File: src/rtl/multi_channel_clock_divider_pkg.sv
// Shared constants and helpers for the multi-channel clock-enable divider.
// Holds the channel-count ceiling, the default counter width and the
// channel-select width function used by the top-level load port.
package multi_channel_clock_divider_pkg;

    // Largest supported number of divider channels.
    localparam int CLOCK_DIVIDER_MAX_CHANNELS  = 16;

    // Default counter/divisor width in bits.
    localparam int CLOCK_DIVIDER_DEFAULT_WIDTH = 32;

    // Width of the channel-select field; never narrower than one bit so a
    // single-channel build still has a legal port.
    function automatic int ch_sel_width(input int channels);
        return (channels > 1) ? $clog2(channels) : 1;
    endfunction

endpackage

File: src/rtl/multi_channel_clock_divider_channel.sv
// One divider channel: free-running counter, active and shadow divisors,
// pending flag and a registered single-cycle tick output.
// The shadow divisor is only promoted to active on a wrap, while the channel
// is disabled, or on a phase sync, so a ratio change never cuts a period short.
module divider_channel
    import multi_channel_clock_divider_pkg::*;
#(
    parameter int p_WIDTH       = CLOCK_DIVIDER_DEFAULT_WIDTH,
    parameter int p_DEFAULT_DIV = 3
) (
    input  logic               i_CLK,
    input  logic               i_RESET_N,
    input  logic               i_ENABLE,
    input  logic               i_LOAD,
    input  logic               i_SYNC,
    input  logic [p_WIDTH-1:0] i_DIV_VALUE,
    output logic               o_ENABLE_OUT,
    output logic               o_PENDING
);

    localparam logic [p_WIDTH-1:0] DEFAULT_DIV = p_WIDTH'(p_DEFAULT_DIV);

    logic [p_WIDTH-1:0] count_q, count_d;
    logic [p_WIDTH-1:0] active_q, active_d;
    logic [p_WIDTH-1:0] shadow_q, shadow_d;
    logic               pending_q, pending_d;
    logic               tick_q, tick_d;
    logic               wrap;
    logic               apply;

    // Next-state logic: count/wrap, shadow-to-active apply, shadow load.
    always_comb begin
        // NOTE: every signal gets a default first so no path can infer a latch.
        count_d   = count_q;
        active_d  = active_q;
        shadow_d  = shadow_q;
        pending_d = pending_q;
        tick_d    = 1'b0;

        // Wrap is tested with >= so a shrinking divisor can never strand the
        // counter above it, and it takes priority over the increment so the
        // all-ones divisor cannot overflow.
        wrap  = i_ENABLE && (count_q >= active_q);
        apply = i_SYNC || !i_ENABLE || wrap;

        if (i_SYNC || !i_ENABLE) begin
            count_d = '0;
        end else if (wrap) begin
            count_d = '0;
            tick_d  = (count_q == active_q);
        end else begin
            count_d = count_q + p_WIDTH'(1);
        end

        if (apply) begin
            active_d  = shadow_q;
            pending_d = 1'b0;
        end

        // A load in the same cycle as an apply still lands in the shadow: the
        // apply above consumed the old shadow value, the new one stays pending.
        if (i_LOAD) begin
            shadow_d  = i_DIV_VALUE;
            pending_d = 1'b1;
        end
    end

    // State registers; reset discards any pending load.
    always_ff @(posedge i_CLK or negedge i_RESET_N) begin
        if (!i_RESET_N) begin
            count_q   <= '0;
            active_q  <= DEFAULT_DIV;
            shadow_q  <= DEFAULT_DIV;
            pending_q <= 1'b0;
            tick_q    <= 1'b0;
        end else begin
            // NOTE: non-blocking assignments so every flop samples pre-edge values.
            count_q   <= count_d;
            active_q  <= active_d;
            shadow_q  <= shadow_d;
            pending_q <= pending_d;
            tick_q    <= tick_d;
        end
    end

    assign o_ENABLE_OUT = tick_q;
    assign o_PENDING    = pending_q;

endmodule

File: src/rtl/multi_channel_clock_divider.sv
// Multi-channel clock-enable divider: p_CHANNELS independent tick generators
// with runtime-programmable divisors written through a shadow-register port.
// Optional build macro CLOCK_DIVIDER_PHASE_SYNC_EN adds i_SYNC, which zeroes
// every counter and applies all pending divisors so equal-ratio channels
// line up in phase.
module multi_channel_clock_divider
    import multi_channel_clock_divider_pkg::*;
#(
    parameter int p_CHANNELS    = 4,
    parameter int p_WIDTH       = CLOCK_DIVIDER_DEFAULT_WIDTH,
    parameter int p_DEFAULT_DIV = 3
) (
    input  logic                                  i_CLK,
    input  logic                                  i_RESET_N,
`ifdef CLOCK_DIVIDER_PHASE_SYNC_EN
    input  logic                                  i_SYNC,
`endif
    input  logic [p_CHANNELS-1:0]                 i_ENABLE,
    input  logic                                  i_LOAD,
    input  logic [ch_sel_width(p_CHANNELS)-1:0]   i_CH_SEL,
    input  logic [p_WIDTH-1:0]                    i_DIV_VALUE,
    output logic [p_CHANNELS-1:0]                 o_ENABLE_OUT,
    output logic [p_CHANNELS-1:0]                 o_PENDING
);

    localparam int SEL_W = ch_sel_width(p_CHANNELS);

    logic                  sync;
    logic [p_CHANNELS-1:0] load_sel;

`ifdef CLOCK_DIVIDER_PHASE_SYNC_EN
    assign sync = i_SYNC;
`else
    assign sync = 1'b0;
`endif

    // Load decode: a select value beyond the last channel matches nothing,
    // so an out-of-range load leaves every channel untouched.
    always_comb begin
        load_sel = '0;
        for (int c = 0; c < p_CHANNELS; c++) begin
            load_sel[c] = i_LOAD && (i_CH_SEL == SEL_W'(c));
        end
    end

    for (genvar c = 0; c < p_CHANNELS; c++) begin : g_ch
        divider_channel #(
            .p_WIDTH       (p_WIDTH),
            .p_DEFAULT_DIV (p_DEFAULT_DIV)
        ) u_ch (
            .i_CLK        (i_CLK),
            .i_RESET_N    (i_RESET_N),
            .i_ENABLE     (i_ENABLE[c]),
            .i_LOAD       (load_sel[c]),
            .i_SYNC       (sync),
            .i_DIV_VALUE  (i_DIV_VALUE),
            .o_ENABLE_OUT (o_ENABLE_OUT[c]),
            .o_PENDING    (o_PENDING[c])
        );
    end

endmodule

File: config.mk
export PLATFORM = sky130hd
export DESIGN_NAME = multi_channel_clock_divider
export DESIGN_NICKNAME = d
export VERILOG_FILES = /design/src/rtl/multi_channel_clock_divider_pkg.sv /design/src/rtl/multi_channel_clock_divider_channel.sv /design/src/rtl/multi_channel_clock_divider.sv
export SDC_FILE = /design/constraint.sdc
export NUM_CORES = 1
export LEC_CHECK = 0
export CAP_MARGIN = 20
export CORE_UTILIZATION = 55
export CTS_CLUSTER_SIZE = 28
export DETAILED_ROUTE_END_ITERATION = 6
export PLACE_DENSITY = 0.8
export SLEW_MARGIN = 10
export SYNTH_ARGS = -nofsm -noshare
export SYNTH_HDL_FRONTEND = slang
export SYNTH_SLANG_ARGS = --single-unit
File: constraint.sdc
create_clock -name i_CLK -period 8.5 [get_ports i_CLK]
set_input_delay 1.7 -clock i_CLK [delete_from_list [all_inputs] [get_ports i_CLK]]
set_output_delay 1.7 -clock i_CLK [all_outputs]
set_load 0.1 [all_outputs]
==> impl_metrics.toml, run 1 <==
[run_status]
outcome = "complete, no violations"

[sta]
hold_viol_final = 0
fin_crit_ns = 3.78
max-slew-margin-rel_pct = 28.5
tns_ns = 0
worst_slew_pin_slew_ns = 1.06
finalSetupViolations = 0
whs_ns = 0.484
max_clock_freq_mhz = 264
min_period_over_period_pct = 44.5
slew_viol_final = 0
skew_ns = 0.00876
rsz0062_at_grt = "no"

[drt]
drtIter0Drc = 853
viasPerCell = 5.64
wl_per_cell_um = 18.8
drc_errors = 0
vias = 12100
wirelength_um = 40300
ant_nets = 0
firstDrtPassIters = 5

[clocking]
cts_root_buffer = "clkbuf_16"
cts_sinks = 392
clk_pin_slew_ns = 0.06
clkLatencyLatePin_ns = 0.53
cts_tree = "done"
post-cts-setup-buffers = 0
cts-resized-gates = 0
clk_path_buf_depth = 3
cts_buffers = 40
ctsHoldBuffers = 0
htree_levels = 2

[setup_path]
critPathLaunch = "g_ch[1].u_ch.count_q[14]"
crit_arrival_ns = 4.19
rrSetupSlack_ns = 4.72
reg2reg_from = "g_ch[1].u_ch.count_q[14]"
reg2reg_depth = 8
worstSetupEndpoint = "g_ch[1].u_ch.active_q[22]"
start_kind = "flip-flop"
r2r-end = "g_ch[1].u_ch.active_q[22]"
critPathRequiredTime_ns = 8.90
crit_path_end_kind = "flip-flop"
crit_path_max_fanout = 35
critPathKind = "reg -> reg"

[synth]
synth_top_flop_cell = "dfrtp_1"
async_reset_ff_share_pct = 100
yosysWarnings = 0
avgSynthCellArea_um2 = 11.8
synth_nets = 1785
synthesis.instances = 1612
syn_area_um2 = 19000
ys_seq_elements = 392
ys_seq_area_share_pct = 51.8
yosysUniqueCellTypes = 47
synth_edf_count = 0

[grt]
grt_pass1_wl_um = 66400
grt_pass1_vias = 12700
grt_max_degree = 171
grt_usage_pct = 23.7
antenna_found_initial = 1
grt_overflow = 0

[die]
die-width_um = 188
std_cell_rows = 67
start_util_pct = 56.2
dieArea_um2 = 35300
num_io_pins = 49
die_h_um = 188
core-area_um2 = 33800

[power]
p_leak_uw = 0.00989
ir_drop_mv = 0.108
powerDensity_nw_per_um2 = 221

[worst_hold_path]
min_path_type = "reg -> reg"

[layout]
n_fill_cell = 2466
diodes = 0
final_nets = 1841
area_growth_syn_to_layout_pct = 11.4
drive_above_1_share_pct = 21.0

[placement]
place.gp.congestion = 0.882
dp_hpwl_um = 26800
portBuffers = 48

[run]
cap_violations = 0
==> worst min path at each step <==
stage / startpoint / endpoint / slack, ns / cells after the start
final: g_ch[3].u_ch.count_q[0] / g_ch[3].u_ch.count_q[0] / 0.48 / 1
after CTS: g_ch[3].u_ch.count_q[0] / g_ch[3].u_ch.count_q[0] / 0.49 / 1
after global placement: g_ch[0].u_ch.o_PENDING / g_ch[0].u_ch.o_PENDING / 0.46 / 1
after global routing: g_ch[1].u_ch.shadow_q[22] / g_ch[1].u_ch.shadow_q[22] / 0.50 / 1
after detailed placement: g_ch[3].u_ch.count_q[0] / g_ch[3].u_ch.count_q[0] / 0.48 / 1
after floorplan: g_ch[2].u_ch.count_q[0] / g_ch[2].u_ch.count_q[0] / 0.44 / 1
==> logic make-up (layout without fill, tap and decap cells) <==
family / Yosys count / after routing / synth area share (%)
DFF: 392 / 392 / 51.8
AOI/OAI and AO/OA: 91 / 91 / 3.25
and+or+nand+nor: 441 / 441 / 11.4
muxes: 256 / 256 / 15.2
adders and majority gates: 132 / 132 / 8.70
buffers and inverters: 180 / 265 / 4.22
xor gates and xnor gates: 120 / 120 / 5.53
==> routing by layer <==
metal,wire [um],track usage [%]
met2,20000,40.3
met4,1870,11.1
met1,17200,30.4
met3,1190,2.75
met5,0,0
==> area by class of cell <==
class,instances,area [um^2],share of cell area (%)
clock buffer,54,1140,5.41
clock inverter,17,131,0.621
inverter,135,507,2.39
multi-input combinational,1040,8390,39.6
sequential,392,9830,46.4
tap,448,561,2.65
timing repair buffer,59,601,2.84
==> cells in the final DEF, fill, tap and decap left out, types with 33 or more instances in the layout <==
| cell type | count |
|---|---|
| ha_1 | 132 |
| inv_1 | 135 |
| mux2_2 | 254 |
| dfrtp_1 | 376 |
| xor2_1 | 87 |
| a21oi_1 | 40 |
| nand2_1 | 76 |
| nor2_1 | 160 |
| clkbuf_16 | 41 |
| nand4_1 | 42 |
| nand3_1 | 55 |
| clkdlybuf4s50_1 | 47 |
| xnor2_1 | 33 |
==> synth_stat cells, types with 2 or more instances <==
library cell,n,share of area (%)
dfrtp_1,376,50
mux2_2,254,15
nor2_1,160,3.2
inv_1,135,2.7
ha_1,132,8.7
xor2_1,87,4.0
nand2_1,76,1.5
nand3_1,57,1.5
nand4_1,42,1.4
a21oi_1,40,1.1
xnor2_1,33,1.5
and4_1,23,1.1
buf_4,20,0.79
and3_1,18,0.59
dfstp_2,16,2.2
o21ai_0,14,0.37
nor3_1,13,0.34
clkbuf_1,12,0.24
nor4_1,12,0.40
and2_1,11,0.36
nand2b_1,10,0.33
a21o_1,7,0.28
a221oi_1,7,0.32
buf_6,6,0.36
a221o_1,5,0.26
nand3b_1,5,0.20
buf_2,4,0.11
o21a_1,4,0.16
or4_1,4,0.16
a2111oi_0,3,0.14
buf_1,3,0.059
o2bb2ai_1,3,0.14
or2_2,3,0.099
mux2_1,2,0.12
o211a_1,2,0.11
o211ai_4,2,0.22
==> through the flow <==
step                      instances  total power [uW]  setup WS (ns)  util (%)  area [um^2]
after global routing           2145              4890           4.51      62.6        21200
after global placement         2073              2930           4.49      58.8        19900
after CTS                      2144              4700           4.70      62.6        21100
after floorplan                1612              2760           5.46         -        19000
final                          2145              4670           4.72      62.6        21200
after detailed placement       2073              2980           4.45      58.8        19900
==> critical path, stage by stage, from the launching register on <==
cell	delay [ns]
dfrtp_1	0.43
ha_1	0.32
nand4_1	0.16
or4_1	0.61
nor4_1	0.31
nor3_1	0.15
o221ai_4	0.70
buf_4	0.55
mux2_2	0.39
==> where the power goes <==
group	total, uW	switching (uW)	leakage (uW)	internal [uW]
Clock	1710	729	0.000625	979
Sequential	2290	145	0.00490	2150
Combinational	671	335	0.00437	336
==> state kept, by name, indices dropped and copies added (netlist names) <==
| signal | cells |
|---|---|
| g_ch.u_ch.o_ENABLE_OUT | 4 |
| g_ch.u_ch.count_q | 128 |
| g_ch.u_ch.o_PENDING | 4 |
| g_ch.u_ch.active_q | 128 |
| g_ch.u_ch.shadow_q | 128 |
No activity file was read; power rests on OpenSTA's default activity.
==> run 2, diff against run 1 <==
==> constraint.sdc (replaced) <==
create_clock -name i_CLK -period 3.7 [get_ports i_CLK]
set_input_delay 0.74 -clock i_CLK [delete_from_list [all_inputs] [get_ports i_CLK]]
set_output_delay 0.74 -clock i_CLK [all_outputs]
set_load 0.1 [all_outputs]
==> run 2 against run 1 <==
  * Core utilization is 0.71 points higher
  * Clock-buffer cell count is 2 higher
  * First-iteration DRC count shrank 8.8%
  * Largest cell class unchanged
  * Total power rose by 140%
  * Critical path depth is the same
  * Sequential power increased by 130%
  * Clock power rose by 150%
  * Combinational power grew 130%
  * Register-to-register slack lost 4.1 ns
  * Flip-flop and latch count is the same
  * Worst setup slack worse by 4.1 ns
==> impl_metrics.toml, run 2 (synthesis gave the netlist of run 1 again) <==
[power]
swShare_pct = 25.7
power_switching_uw = 2830
p_leak_uw = 0.0100
clockPowerShare_pct = 38.0
comb_power_share_pct = 14.2
p_int_uw = 8210
powerDensity_nw_per_um2 = 516
p_seq_share_pct = 47.7
ir_drop_mv = 0.306

[sta]
tns_ns = 0
hold_viol_final = 0
fin_crit_ns = 3.12
max_clock_freq_mhz = 320
skew_ns = 0.0221
finalSetupViolations = 0
slew_viol_final = 0
rsz0062_at_grt = "no"
worst_slew_pin_slew_ns = 0.971
min_period_over_period_pct = 84.4
max-slew-margin-rel_pct = 35.1

[clocking]
clkLatencyLatePin_ns = 0.54
clk_path_buf_depth = 3
cts_sinks = 392
cts_buffers = 40
cts_root_buffer = "clkbuf_16"
clk_pin_slew_ns = 0.06
cts_tree = "done"
cts-resized-gates = 0
post-cts-setup-buffers = 0
htree_levels = 2
ctsHoldBuffers = 0

[setup_path]
crit_path_end_kind = "flip-flop"
cp_num_buf_inv = 1
critPathRequiredTime_ns = 4.12
crit_path_max_fanout = 31
critPathKind = "reg -> reg"
path_cells = "ha_1, nand4_1, or4_1, nor4_1, nor3_1, o211ai_4, buf_12, mux2_2"
path_delay_family = "simple AND/OR/NAND/NOR gates"
max_stage_delay_ns = 0.57
slowest_stage = "or4_1"
crit_arrival_ns = 3.54
start_kind = "flip-flop"

[die]
std_cell_rows = 67
num_io_pins = 49
die-width_um = 188
core-area_um2 = 33800
dieArea_um2 = 35300
die_h_um = 188
start_util_pct = 56.2

[drt]
vias = 12200
viasPerCell = 5.64
firstDrtPassIters = 5
wirelength_um = 41300
wl_per_cell_um = 19.1
drtIter0Drc = 778
drc_errors = 0
ant_nets = 0

[grt]
grt_overflow = 0
grt_max_degree = 99
grt_pass1_wl_um = 67700
grt_usage_pct = 24.4
antenna_found_initial = 0
grt_pass1_vias = 13000

[layout]
design_area_um2 = 21400
final_cells = 2161
reg_top3 = "g_ch.u_ch.active_q (128), g_ch.u_ch.count_q (128), g_ch.u_ch.shadow_q (128)"
drive_above_1_share_pct = 21.8
final_core_util_pct = 63.4
area_growth_syn_to_layout_pct = 12.7
n_fill_cell = 2446
mostFrequentLayoutCell = "dfrtp_1"
final_nets = 1853
final_cell_mix = "dfrtp_1, mux2_2, nor2_1"

[placement]
portBuffers = 48
dp.cells = 2086
placed_cell_area_um2 = 20000
dp_hpwl_um = 28100
place.gp.congestion = 0.884

[run]
cap_violations = 0

[run_status]
outcome = "complete, no violations"

[worst_hold_path]
min_path_type = "in -> async"
==> run 2: changes by cell type in the layout (fill, tap and decap cells not counted), sizes merged <==
cell,change
bufinv,+2
diode,+1
clkinv,-1
buf,+12
clkbuf,+2
==> run 2: worst reg2reg max path: cells and delay by family, from the launching register on <==
kind,cells,cell delay (ns)
adder cells (fa/ha/maj),1,0.34
AO/OA/AOI/OAI,1,0.42
buffers and inverters,1,0.28
multiplexers,1,0.38
flip-flops,1,0.42
AND/OR/NAND/NOR,4,1.16
==> run 2: per-layer routing <==
| metal | GRT usage, % | vias to the layer above | part of all wire, % |
|---|---|---|---|
| met5 | 0 | - | 0 |
| met4 | 13.2 | 0 | 5.4 |
| met3 | 4.14 | 113 | 3.7 |
| met2 | 39.8 | 222 | 48 |
| met1 | 31.1 | 6173 | 43 |
| li1 | - | 5687 | - |
==> run 2: per-stage QoR <==
| step | power, uW | hold WS [ns] | setup WS [ns] |
|---|---|---|---|
| finish | 11000 | 0.234 | 0.579 |
| CTS | 11100 | 0.264 | 0.578 |
| floorplan | 6330 | 0.444 | 0.975 |
| detailed placement | 6900 | 0.467 | 0.588 |
| global route | 11500 | 0.298 | 0.376 |
| global placement | 6760 | 0.462 | 0.664 |
==> run 2: worst paths after layout <==
kind / start / to / slack, ns / cells past startpoint
min: i_RESET_N / g_ch[1].u_ch.shadow_q[8] / 0.23 / 1
min in group i_CLK: g_ch[0].u_ch.o_PENDING / g_ch[0].u_ch.o_PENDING / 0.48 / 1
min reg2reg: g_ch[0].u_ch.o_PENDING / g_ch[0].u_ch.o_PENDING / 0.48 / 1
max reg2reg: g_ch[0].u_ch.count_q[15] / g_ch[0].u_ch.active_q[14] / 0.58 / 8
max: g_ch[0].u_ch.count_q[15] / g_ch[0].u_ch.active_q[14] / 0.58 / 8
max in group asynchronous: i_RESET_N / g_ch[0].u_ch.count_q[25] / 2.53 / 2
==> run 2: power by group through the flow <==
stage	logic, uW	clock network (uW)	registers (uW)
2_1_floorplan	1120	0	5210
3_3_place_gp	1470	0	5300
3_5_place_dp	1560	0	5340
4_1_cts	1590	4260	5270
5_1_grt	1760	4440	5350
6_report	1570	4200	5270
==> run 2: layout make-up <==
class / instances / area, um^2 / area share (%)
Sequential cell: 392 / 9830 / 45.9
Multi-Input combinational cell: 1040 / 8390 / 39.2
Clock buffer: 56 / 1200 / 5.62
Timing Repair Buffer: 71 / 721 / 3.37
Tap cell: 448 / 561 / 2.62
Inverter: 135 / 507 / 2.37
Clock inverter: 18 / 190 / 0.889
Antenna cell: 1 / 2.50 / 0.0117
